File: config.mk
export PLATFORM = sky130hd
export DESIGN_NAME = sandbox_process_pipe
export DESIGN_NICKNAME = d
export VERILOG_FILES = /design/src/rtl/sandbox_process_pipe.sv
export SDC_FILE = /design/constraint.sdc
export NUM_CORES = 1
export LEC_CHECK = 0
export ABC_AREA = 1
export CELL_PAD_IN_SITES_DETAIL_PLACEMENT = 0
export CELL_PAD_IN_SITES_GLOBAL_PLACEMENT = 1
export CORE_MARGIN = 1
export CORE_UTILIZATION = 42
export CTS_CLUSTER_DIAMETER = 150
export DETAILED_ROUTE_END_ITERATION = 7
export HOLD_SLACK_MARGIN = 0.15
export PLACE_DENSITY = 0.81
export SLEW_MARGIN = 15
export SYNTH_ARGS = -nofsm -noshare
export SYNTH_HDL_FRONTEND = slang
export SYNTH_SLANG_ARGS = --single-unit
File: constraint.sdc
create_clock -name masterClock -period 2.5 [get_ports masterClock]
set_input_delay 0.25 -clock masterClock [delete_from_list [all_inputs] [get_ports masterClock]]
set_output_delay 0.25 -clock masterClock [all_outputs]
set_load 0.05 [all_outputs]
File: src/rtl/sandbox_process_pipe.sv
// Host word pipeline: four-phase receive, LATENCY-stage transform, credit-guarded output FIFO.
// Receive back-pressure only by withholding clearDR; an LED blinks once per accepted word.
module sandbox_process_pipe #(
  parameter int DATA_WIDTH = 48,
  parameter int MODE       = 0,
  parameter int LATENCY    = 3,
  parameter int DEPTH      = 4,
  parameter int BLINK_MAX  = 7
) (
  input  logic                     masterClock,
  input  logic                     reset,
  input  logic                     slowClock,
  input  logic                     dataReceived,
  input  logic [DATA_WIDTH-1:0]    inputData,
  output logic                     clearDR,
  output logic                     transmitData,
  input  logic                     txAck,
  output logic [DATA_WIDTH-1:0]    outputData,
  output logic [$clog2(DEPTH):0]   fifoLevel,
  output logic                     busy,
  output logic                     rxIndicator
);

  localparam int AW = $clog2(DEPTH);
  localparam int CW = AW + 1;
  localparam int SW = CW + 5;
  localparam int PW = $clog2(BLINK_MAX + 1);
  localparam int NB = DATA_WIDTH / 8;

  localparam logic [0:0] RX_IDLE = 1'b0;
  localparam logic [0:0] RX_HOLD = 1'b1;

  localparam logic [2:0] IND_OFF     = 3'd0;
  localparam logic [2:0] IND_WAIT_R1 = 3'd1;
  localparam logic [2:0] IND_WAIT_F1 = 3'd2;
  localparam logic [2:0] IND_WAIT_R2 = 3'd3;
  localparam logic [2:0] IND_WAIT_F2 = 3'd4;

  function automatic logic [DATA_WIDTH-1:0] xform(input logic [DATA_WIDTH-1:0] d);
    logic [DATA_WIDTH-1:0] r;
    r = d;
    if (MODE == 1) begin
      for (int i = 0; i < NB; i++) r[8*(NB-1-i) +: 8] = d[8*i +: 8];
    end else if (MODE == 2) begin
      r = d + DATA_WIDTH'(1);
    end
    return r;
  endfunction

  logic [0:0]            rx_state;
  logic                  accept;
  logic                  credit;
  logic [SW-1:0]         inflight;
  logic [DATA_WIDTH-1:0] pipe_dat [LATENCY];
  logic [LATENCY-1:0]    pipe_vld;
  logic [DATA_WIDTH-1:0] mem [DEPTH];
  logic [AW-1:0]         wr_ptr;
  logic [AW-1:0]         rd_ptr;
  logic [CW-1:0]         count;
  logic                  wr_en;
  logic                  pop;
  logic [2:0]            slow_sync;
  logic                  slow_rise;
  logic                  slow_fall;
  logic [2:0]            ind_state;
  logic [PW-1:0]         pending;
  logic                  blink_done;

  // Credit counts words still in the pipe so the FIFO can never overflow.
  always_comb begin
    inflight = '0;
    for (int i = 0; i < LATENCY; i++) inflight = inflight + SW'(pipe_vld[i]);
  end

  assign credit = (SW'(count) + inflight) < SW'(DEPTH);
  assign accept = (rx_state == RX_IDLE) && dataReceived && credit;
  assign clearDR = (rx_state == RX_HOLD);

  always_ff @(posedge masterClock) begin
    if (!reset) begin
      rx_state <= RX_IDLE;
    end else begin
      case (rx_state)
        RX_IDLE: if (accept) rx_state <= RX_HOLD;
        RX_HOLD: if (!dataReceived) rx_state <= RX_IDLE;
        default: rx_state <= RX_IDLE;
      endcase
    end
  end

  always_ff @(posedge masterClock) begin
    if (!reset) begin
      pipe_vld <= '0;
    end else begin
      pipe_vld[0] <= accept;
      for (int i = 1; i < LATENCY; i++) pipe_vld[i] <= pipe_vld[i-1];
    end
  end

  always_ff @(posedge masterClock) begin
    if (accept) pipe_dat[0] <= xform(inputData);
    for (int i = 1; i < LATENCY; i++) pipe_dat[i] <= pipe_dat[i-1];
  end

  assign wr_en = pipe_vld[LATENCY-1];
  assign pop   = txAck && (count != '0);

  always_ff @(posedge masterClock) begin
    if (wr_en) mem[wr_ptr] <= pipe_dat[LATENCY-1];
  end

  always_ff @(posedge masterClock) begin
    if (!reset) begin
      wr_ptr <= '0;
      rd_ptr <= '0;
      count  <= '0;
    end else begin
      if (wr_en) wr_ptr <= wr_ptr + AW'(1);
      if (pop)   rd_ptr <= rd_ptr + AW'(1);
      case ({wr_en, pop})
        2'b10:   count <= count + CW'(1);
        2'b01:   count <= count - CW'(1);
        default: count <= count;
      endcase
    end
  end

  assign transmitData = (count != '0);
  assign outputData   = transmitData ? mem[rd_ptr] : '0;
  assign fifoLevel    = count;
  assign busy         = (rx_state != RX_IDLE) || (|pipe_vld) || transmitData;

  // Two sync flops plus one history flop for edge detection.
  always_ff @(posedge masterClock) begin
    if (!reset) slow_sync <= '0;
    else        slow_sync <= {slow_sync[1:0], slowClock};
  end

  assign slow_rise  = slow_sync[1] && !slow_sync[2];
  assign slow_fall  = !slow_sync[1] && slow_sync[2];
  assign blink_done = (ind_state == IND_WAIT_F2) && slow_fall;

  always_ff @(posedge masterClock) begin
    if (!reset) begin
      pending <= '0;
    end else begin
      case ({accept, blink_done})
        2'b10:   if (pending != PW'(BLINK_MAX)) pending <= pending + PW'(1);
        2'b01:   pending <= pending - PW'(1);
        default: pending <= pending;
      endcase
    end
  end

  always_ff @(posedge masterClock) begin
    if (!reset) begin
      ind_state   <= IND_OFF;
      rxIndicator <= 1'b0;
    end else begin
      case (ind_state)
        IND_OFF:     if (pending != '0) ind_state <= IND_WAIT_R1;
        IND_WAIT_R1: if (slow_rise) ind_state <= IND_WAIT_F1;
        IND_WAIT_F1: if (slow_fall) begin
          rxIndicator <= 1'b1;
          ind_state   <= IND_WAIT_R2;
        end
        IND_WAIT_R2: if (slow_rise) ind_state <= IND_WAIT_F2;
        IND_WAIT_F2: if (slow_fall) begin
          rxIndicator <= 1'b0;
          ind_state   <= IND_OFF;
        end
        default:     ind_state <= IND_OFF;
      endcase
    end
  end

endmodule

==> metrics.md, run 1 <==
| Metric | Value |
|---|---|
| CTS max path bufs | 3 |
| Outcome | complete, no violations |
| XOR/XNOR Fraction of Synth Area | 0% |
| Pwr dens | 896.9 nW/um^2 |
| Period minus WS final | 2.388 ns |
| Complex-gate fraction of the synthesized area | 7.081% |
| TritonCTS clock tree | built |
| Clock Latency Late Sink | 0.51 ns |
| Met1 Use GR | 19.54% |
| Core region area | 27860 sq um |
| Mux contribution to synthesized area | 0% |
| Syn Nets | 924 |
| Final net count | 1050 |
| Register area share after synthesis | 80.51% |
| Worst R2R Path Depth | 12 |
| Final TNS setup | 0 ns |
| Final setup viols | 0 |
| Die width | 170.4 um |
| YS warnings | 0 |
| Largest net degree at the start of global routing | 49 |
| CP required | 2.25 ns |
| Sw frac | 23.10% |
| Final Max Tran Viols | 0 |
| DRC | 0 |
| Die Ht | 170.4 um |
| Fin Clk Skew | 0.02134 ns |
| Wire per inst | 15.95 um |
| Sequential Power Share | 50.1% |
| Distinct cell type count after synthesis | 28 |
| Worst Setup End Kind | output pin |
| Tot GR Track Use | 15.65% |
| I/O pin total | 108 |
| Post-DRT Antenna Nets | 0 |
| Max VDD drop | 621.4 uV |
| Routability cong. | 0.7378 |
| Crit-path max FO | 31 |
| Leak pwr | 5.391 nW |
| Area growth, synth to finish | 24.99% |
| Total internal power | 0.01027 W |
| Register bit count reported by yosys | 359 |
| Fin crit share | 95.52% |
| Fraction of layout cells with a size suffix above 1 | 13.88% |
| Post-Syn Area | 11910 sq um |
| Synth Area in Adders | 1.135% |
| Fin. Hold Viols | 0 |
| DR pass1 iterations | 4 |
| CP startpoint kind | flop |
| Initial antenna violation count | 0 |
| Hold Path Depth | 3 |
| GRT met2 Usage | 27.08% |
| Cell count after synthesis | 862 |
| Worst R2R End | pending[2] |
| Via Count | 6562 |
| Root Driver | clkbuf_16 |
| Post-Route WL | 22230 um |
| Worst slew margin | 55.18% |
| Final Total Pwr | 0.01335 W |
| FF-to-FF Start | pipe_vld[2] |
| Synth Area in Simple Gates | 8.593% |
| H-tree depth | 2 |
| Busiest grt layer | met2 |
| Syn avg cell area | 13.82 sq um |
| HP Class | in -> reg |
| Initial Util | 42.75% |
| Input/output buffers | 107 |
| Overflow after GRT | 0 |
| First-pass GRT wire length | 34330 um |
| Hpwl dp | 12450 um |
| Sw power | 0.003084 W |
| Drt initial violations | 397 |
| Unrepaired setup endpoints after global routing | false |
| Min-Delay Startpoint | slowClock |
| Peak Freq | 418.8 MHz |
| Vias in the first global route | 6437 |
| Hold Path Sink | slow_sync[0] |
| Avg Vias per Cell | 4.707 |
| Antenna Cells | 0 |
| Max_cap viols | 0 |
| Clk sink count | 359 |
| Clock Power Share | 40.0% |
| Row count | 61 |
| Setup Buffers After CTS | 0 |
| Inserted Clock Buffers | 37 |
| Gate power share | 9.9% |
| M3 GR Usage | 3.674% |
| Setup CP Type | reg -> out |
| Die area | 29030 sq um |
| Slew @ Worst Pin | 0.6723 ns |
| Crit path arrival time | 2.14 ns |
| Largest family of logic cells by synthesized area | simple AND/OR/NAND/NOR gates |
| Clock slew at reported path FFs | 0.06 ns |
| R2R Setup Slk | 0.22 ns |
[layout by cell type, fill, tap and decap left out, types with 7 or more instances in the layout]
master,n
clkdlybuf4s50_1,58
o21ai_1,45
clkbuf_1,9
clkbuf_16,39
a21oi_1,61
nand3_1,7
dfxtp_1,116
buf_4,33
edfxtp_1,240
inv_1,28
o21ai_0,58
buf_12,30
nand2_1,25
nor2_1,210
[worst max path at each step]
stage	startpoint	endpoint	cells past startpoint
6_report	fifoLevel[2]	outputData[46]	5
5_1_grt	flop	outputData[45]	6
4_1_cts	fifoLevel[2]	outputData[4]	5
3_5_place_dp	txAck	fifoLevel[2]	10
3_3_place_gp	pipe_vld[2]	pending[2]	12
2_1_floorplan	fifoLevel[0]	pending[2]	10
[power by group through the flow]
stage / combinational [W] / clock [W] / sequential (W)
final: 0.00133 / 0.00534 / 0.00669
after global routing: 0.00144 / 0.00572 / 0.00671
after CTS: 0.00135 / 0.00545 / 0.00669
after detailed placement: 0.00134 / 0 / 0.00681
after global placement: 0.00134 / 0 / 0.00680
after floorplan: 0.000790 / 0 / 0.00678
[per-stage QoR]
stage          cells  utilization (%)  worst slack (ns)  hold WS (ns)  area, sq um
2_1_floorplan    862                -            0.1066        0.3096        11910
3_3_place_gp    1327            49.05            0.2849        0.3103        13670
3_5_place_dp    1327            49.05            0.2443        0.3121        13670
4_1_cts         1394            53.42           0.05102        0.2771        14880
5_1_grt         1394            53.44          0.006121        0.2722        14890
6_report        1394            53.44            0.1121        0.2890        14890
[synth_stat cells]
cell	count	area [sq um]
edfxtp_1	240	7207
nor2_1	210	788.3
dfxtp_1	119	2382
a21oi_1	61	305.3
o21ai_0	58	290.3
o21ai_1	45	225.2
inv_1	32	120.1
nand2_1	25	93.84
buf_2	18	90.09
clkbuf_1	13	48.80
nand3_1	7	35.03
ha_1	6	75.07
buf_4	5	37.54
fa_1	3	60.06
inv_2	3	11.26
nor2_2	3	18.77
nand2_2	2	12.51
nor3_1	2	10.01
a21oi_2	1	8.760
a31oi_1	1	6.260
and2_4	1	8.760
buf_6	1	11.26
nand2_4	1	11.26
nand3_4	1	17.52
nand4_1	1	6.260
nor2_4	1	11.26
nor3_2	1	10.01
o211ai_1	1	7.510
[cells by family (layout without fill, tap and decap cells)]
group | after synthesis | in the layout
AOI/OAI and AO/OA | 167 | 167
buffers and inverters | 72 | 226
adders and majority gates | 9 | 9
DFF | 359 | 359
and+or+nand+nor | 255 | 255
[what timing repair did]
action,4_1_cts,5_1_grt
hold buffers,0,0
gates cloned,0,0
resized for setup,2,1
setup endpoints to repair,32,7
[layout make-up]
cell class	instances	area (sq um)
Clock buffer	53	1079
Clock inverter	14	136.4
Fill cell	2273	12970
Inverter	35	135.1
Multi-Input combinational cell	431	2008
Sequential cell	359	9595
Tap cell	378	473.0
Timing Repair Buffer	124	1460
[worst max-delay path, cell delays in order, from the launching register on]
cell	delay (ns)
dfxtp_1	0.35
nor3_4	0.22
buf_4	0.33
buf_6	0.35
a21oi_1	0.18
buf_12	0.19
[per-layer routing]
| metal | vias up | wire length [um] |
|---|---|---|
| li1 | 3241 | - |
| met2 | 145 | 11010 |
| met5 | - | 0 |
| met1 | 3141 | 9549 |
| met3 | 35 | 1256 |
| met4 | 0 | 418 |
[sequential cells by signal (all words and copies together), names as in the netlist, named ones only]
signal,cells
mem,192
pipe_dat,144
fifoLevel,3
ind_state,3
pending,3
pipe_vld,3
slow_sync,3
rd_ptr,2
wr_ptr,2
clearDR,1
rxIndicator,1
Power figures use the tool's default switching activity.
==> inputs of run 2 (changes only) <==
- GPL_TIMING_DRIVEN: default -> 0
==> run 2 against run 1 <==
- register-to-register slack about the same
- global-route usage increased by 0.25 points
- fmax increased by 0.72%
- combinational power decreased by 8%
- setup slack improved by 0.017 ns
- critical path depth increased by 2
- critical endpoint is now outputData[45]
- largest power group unchanged
==> metrics.md, run 2 (synthesized netlist as in run 1, its figures left out) <==
| Metric | Value |
|---|---|
| Vias in the first global route | 6378 (-0.92%) |
| Worst R2R End | pending[2] |
| Inserted Clock Buffers | 36 (-2.7%) |
| I/O pin total | 108 (unchanged) |
| Pwr dens | 894.7 nW/um^2 (-0.24%) |
| Die Ht | 170.4 um (unchanged) |
| Fin crit share | 94.83% (-0.68 points) |
| Max_cap viols | 0 (unchanged) |
| Worst Setup End Kind | output pin |
| Post-Route WL | 22690 um (+2.0%) |
| CP required | 2.25 ns (about the same) |
| Fin Clk Skew | 0.01267 ns (-0.008675 ns) |
| H-tree depth | 2 (unchanged) |
| Worst slew margin | 50.13% (-5.0 points) |
| Peak Freq | 421.8 MHz (+0.72%) |
| Final Max Tran Viols | 0 (unchanged) |
| DRC | 0 (unchanged) |
| Wire per inst | 16.08 um (+0.82%) |
| Slew @ Worst Pin | 0.7480 ns (+0.07567 ns) |
| Leading cell type in the layout, fill and taps excluded | edfxtp_1 |
| Worst R2R Path Depth | 12 (unchanged) |
| Die area | 29030 sq um (unchanged) |
| Fin. Hold Viols | 0 (unchanged) |
| Input/output buffers | 107 (unchanged) |
| Clock slew at reported path FFs | 0.06 ns (about the same) |
| Overflow after GRT | 0 (unchanged) |
| Area growth, synth to finish | 21.61% |
| Routability cong. | 0.7134 (-3.3%) |
| Max reg flops | 192 (unchanged) |
| Die width | 170.4 um (unchanged) |
| Max VDD drop | 542.9 uV (-13%) |
| Reg with most FFs | mem |
| Post-DRT Antenna Nets | 0 (unchanged) |
| Worst setup margin | 0.1292 ns (+0.01711 ns) |
| Via Count | 6702 (+2.1%) |
| Drt initial violations | 429 (+8.1%) |
| Crit-path max FO | 10 (-68%) |
| Clk sink count | 359 (unchanged) |
| Final core occ | 51.99% (-1.4 points) |
| Period minus WS final | 2.371 ns (-0.01711 ns) |
| Core region area | 27860 sq um (unchanged) |
| Unrepaired setup endpoints after global routing | false |
| Fraction of layout cells with a size suffix above 1 | 14.91% (+1.0 points) |
| Most frequent cells in the layout | edfxtp_1, nor2_1, dfxtp_1 |
| Antenna Cells | 0 (unchanged) |
| First-pass GRT wire length | 34470 um (+0.38%) |
| Final setup viols | 0 (unchanged) |
| R2R Setup Slk | 0.22 ns (about the same) |
| DR pass1 iterations | 5 (+1) |
| Clock Latency Late Sink | 0.51 ns (about the same) |
| Place WS | -0.1723 ns (-0.4165 ns) |
| HP Class | in -> reg |
| CP startpoint kind | flop |
| Hpwl dp | 13070 um (+5.0%) |
| Outcome | complete, no violations |
| Leak pwr | 5.320 nW (-1.3%) |
| Crit path arrival time | 2.12 ns (-0.02 ns) |
| Worst setup path endpoint | outputData[45] |
| Initial antenna violation count | 0 (unchanged) |
| Root Driver | clkbuf_16 |
| Avg Vias per Cell | 4.750 (+0.90%) |
| Row count | 61 (unchanged) |
| Final net count | 1070 (+1.9%) |
| # hold bufs at CTS | 0 (unchanged) |
| CTS max path bufs | 3 (unchanged) |
| TritonCTS clock tree | built |
| Fillers | 2346 (+3.2%) |
| Initial Util | 42.75% (unchanged) |
| Top flop regs | mem: 192 flops, pipe_dat: 144 flops |
| FF-to-FF Start | fifoLevel[0] |
| Largest net degree at the start of global routing | 51 (+4.1%) |
| Setup CP Type | reg -> out |
| Tot GR Track Use | 15.89% (+0.25 points) |
==> run 2: changes by cell type in the layout (fill, tap and decap cells not counted), moves of 8 or more <==
cell and delta:
buf_12 -29, buf_2 +36, clkbuf_4 +11, clkbuf_1 +8
buf_4 -12, clkbuf_2 +9
==> run 2: layer usage <==
metal	global-route usage, %	routed length, um	up-vias
met5	0	0	-
met4	4.818	392	0
met3	3.488	1411	34
met2	26.87	11110	196
met1	20.45	9775	3190
li1	-	-	3282
==> run 2: final cells by class <==
cell class	instances	area [sq um]	share of cell area (%)
Buffer	37	211.5	1.460
Clock buffer	55	1055	7.282
Clock inverter	8	62.56	0.4319
Inverter	35	148.9	1.028
Multi-Input combinational cell	431	2019	13.94
Sequential cell	359	9592	66.22
Tap cell	378	473.0	3.265
Timing Repair Buffer	108	922.1	6.367
==> run 2: power by group <==
| part | total, W | switching, W | internal, W |
|---|---|---|---|
| registers | 0.00668 | 0.000112 | 0.00657 |
| logic | 0.00123 | 0.000859 | 0.000370 |
| clock network | 0.00505 | 0.00204 | 0.00300 |
==> run 2: metrics by stage <==
step                         TNS, ns  power [W]  std cells  cell area [sq um]  hold WS (ns)
after floorplan                    0   0.007575        862              11910        0.3096
after global placement        -45.81   0.008062       1347              13460        0.3106
after detailed placement      -4.772   0.008078       1347              13470        0.3121
after CTS                 -0.0009763    0.01309       1411              14450        0.2617
after global routing               0    0.01346       1411              14480        0.2767
final                              0    0.01296       1411              14480        0.2795
==> run 2: worst min path at each step <==
| stage | end | slack (ns) | depth (start not counted) | start |
|---|---|---|---|---|
| 2_1_floorplan | pipe_dat[0][100] | 0.31 | 0 | pipe_dat[0][52] |
| 3_3_place_gp | pipe_dat[0][135] | 0.31 | 0 | pipe_dat[0][87] |
| 3_5_place_dp | pipe_dat[0][104] | 0.31 | 0 | pipe_dat[0][56] |
| 4_1_cts | slow_sync[0] | 0.26 | 3 | slowClock |
| 5_1_grt | slow_sync[0] | 0.28 | 3 | slowClock |
| 6_report | slow_sync[0] | 0.28 | 3 | slowClock |
==> run 2: worst max-delay path: stages (launching register included) <==
cell	delay, ns
dfxtp_1	0.29
clkbuf_4	0.18
inv_2	0.14
buf_4	0.20
clkbuf_4	0.23
o21ai_1	0.08
a21oi_1	0.23
buf_4	0.25
==> run 2: what timing repair did <==
item	4_1_cts	5_1_grt
setup endpoints to repair	53	46
pin swaps	1	0
hold endpoints to repair	0	0
gates resized for setup	248	39
setup buffers	1	0
==> RTL edit (config.mk and constraints of run 2) <==
`LATENCY`: 3 -> 6.
--- a/src/rtl/sandbox_process_pipe.sv
+++ b/src/rtl/sandbox_process_pipe.sv
@@ -5,3 +5,3 @@
   parameter int MODE       = 0,
-  parameter int LATENCY    = 3,
+  parameter int LATENCY    = 6,
   parameter int DEPTH      = 4,
Function: changed (Yosys sat finds a counterexample within 10 cycles, from zero or initial values and one cycle with reset low).
==> RTL edit against run 2 <==
- the flow now finishes with violations (negative setup slack)
- final area increased by 27%
- highest routed layer unchanged
- die area increased by 26%
- power increased by 28%
- fmax decreased by 16%
- largest power group unchanged
- wire length increased by 20%
- sequential power increased by 37%
- synthesized cell count increased by 20%
- critical endpoint is now pending[2]$_SDFFE_PN0P_
- setup slack got worse by 0.46 ns
- first-iteration DRC count increased by 12%
- critical path depth increased by 8
- synthesized area increased by 26%
- utilization increased by 0.54 points
- via count increased by 17%
- sequential cell count increased by 147
==> RTL edit: results (changes against run 2) <==
final_layout:
  seq_share_pct: 68.41  # +2.2 points
  seq_cell_count: 506  # +41%
  num-nonclk-inverters: 40  # +14%
  clkCellAreaFrac_pct: 8.193  # +0.48 points
  multi_input_area_sq_um: 2207  # +9.3%
  reg_top3: "pipe_dat (288), mem (192), pipe_vld (6)"
  clkbuf_count: 63  # +15%
  buffers: 159  # +9.7%
  drive_gt1_share_pct: 16.26  # +1.4 points
outcome:
  outcome: "finished, violations left"
  failed_checks: "negative setup slack"
yosys:
  netlist_instances: 1031  # +20%
  ys_types: 29  # +3.6%
  synth_adder_area_share_pct: 1.283  # +0.15 points
  synth_flop_cell: "dfxtp_1"
  synth_compound_area_share_pct: 5.690  # -1.4 points
  synth.cells.most_frequent: "dfxtp_1 (266), edfxtp_1 (240), nor2_1 (207), o21ai_0 (69), a21oi_1 (64)"
  synthTopCellsByArea: "edfxtp_1 (48%), dfxtp_1 (35%), nor2_1 (5.2%)"
grt:
  grt_pass1_wl_mm: 41.50  # +20%
  use_met1_pct: 19.10  # -1.3 points
  grt.met3_usage_pct: 2.625  # -0.86 points
  grt_use_total_pct: 15.04  # -0.85 points
  first_global_vias: 7816  # +23%
  use_met2_pct: 25.82  # -1.0 points
clock_tree:
  cts_setup_buffers: 12  # +11
  clkLatencyLatePin_ns: 0.53  # +0.02 ns
  cts_buffers: 45  # +25%
pwr:
  powerComb_uw: 550  # -55%
  vdd_drop_max_v: 0.0006429  # +18%
  p_leak_nw: 6.962  # +31%
  power.switching_mw: 3.239  # +7.4%
  p_seq_share_pct: 55.4  # +3.8 points
  seq-power_mw: 9.18  # +37%
route:
  routed_via_density: 4.653  # -2.0%
  vias: 7869  # +17%
  drt-total-wl_mm: 27.27  # +20%
  initialDrtViolationCount: 479  # +12%
floorplanning:
  fp.dieW_microns: 191.1  # +12%
timing:
  fin_ws_ns: -0.3281  # -0.4573 ns
  hold_slack_ns: 0.2504  # -0.02908 ns
  skew_ns: 0.01232  # -0.0003430 ns
  setup_tns_ns: -13.16  # -13.16 ns
  setup_viol: 51  # +51
placed_design:
  post-place-ws_ns: -0.6489  # -0.4766 ns
  dp_hpwl_mm: 15.63  # +20%
  place_congestion: 0.7261  # +1.8%
  placed_area_sq_um: 16700  # +24%
  portBuffers: 106  # -0.93%
critical_path:
  cp_max_fo: 2  # -8
[RTL edit: cell count changes after synthesis, sizes merged, moves of 2 or more]
cell / run 2 / this run
a21oi: 62 / 64
clkbuf: 13 / 15
dfxtp: 119 / 266
ha: 6 / 9
inv: 35 / 40
nand2: 28 / 33
nand3: 8 / 10
[RTL edit: layer usage]
metal	vias up	routed length, microns	share of wire [%]
li1	3856	-	-
met2	191	13580	50
met3	43	1225	4.5
met4	0	661	2.4
met1	3779	11810	43
met5	-	0	0
[RTL edit: critical path, stage by stage (launching register included)]
cell and delay (ns):
dfxtp_2 0.33, fa_1 0.55, inv_2 0.04, fa_1 0.49
inv_2 0.05, ha_4 0.27, nand2_4 0.05, nand2_2 0.06
nand2_2 0.06, nand2_4 0.08, nand2_4 0.05, fa_2 0.35
nand3_1 0.14, nand3_1 0.10, nand2_1 0.07, nor2_1 0.04
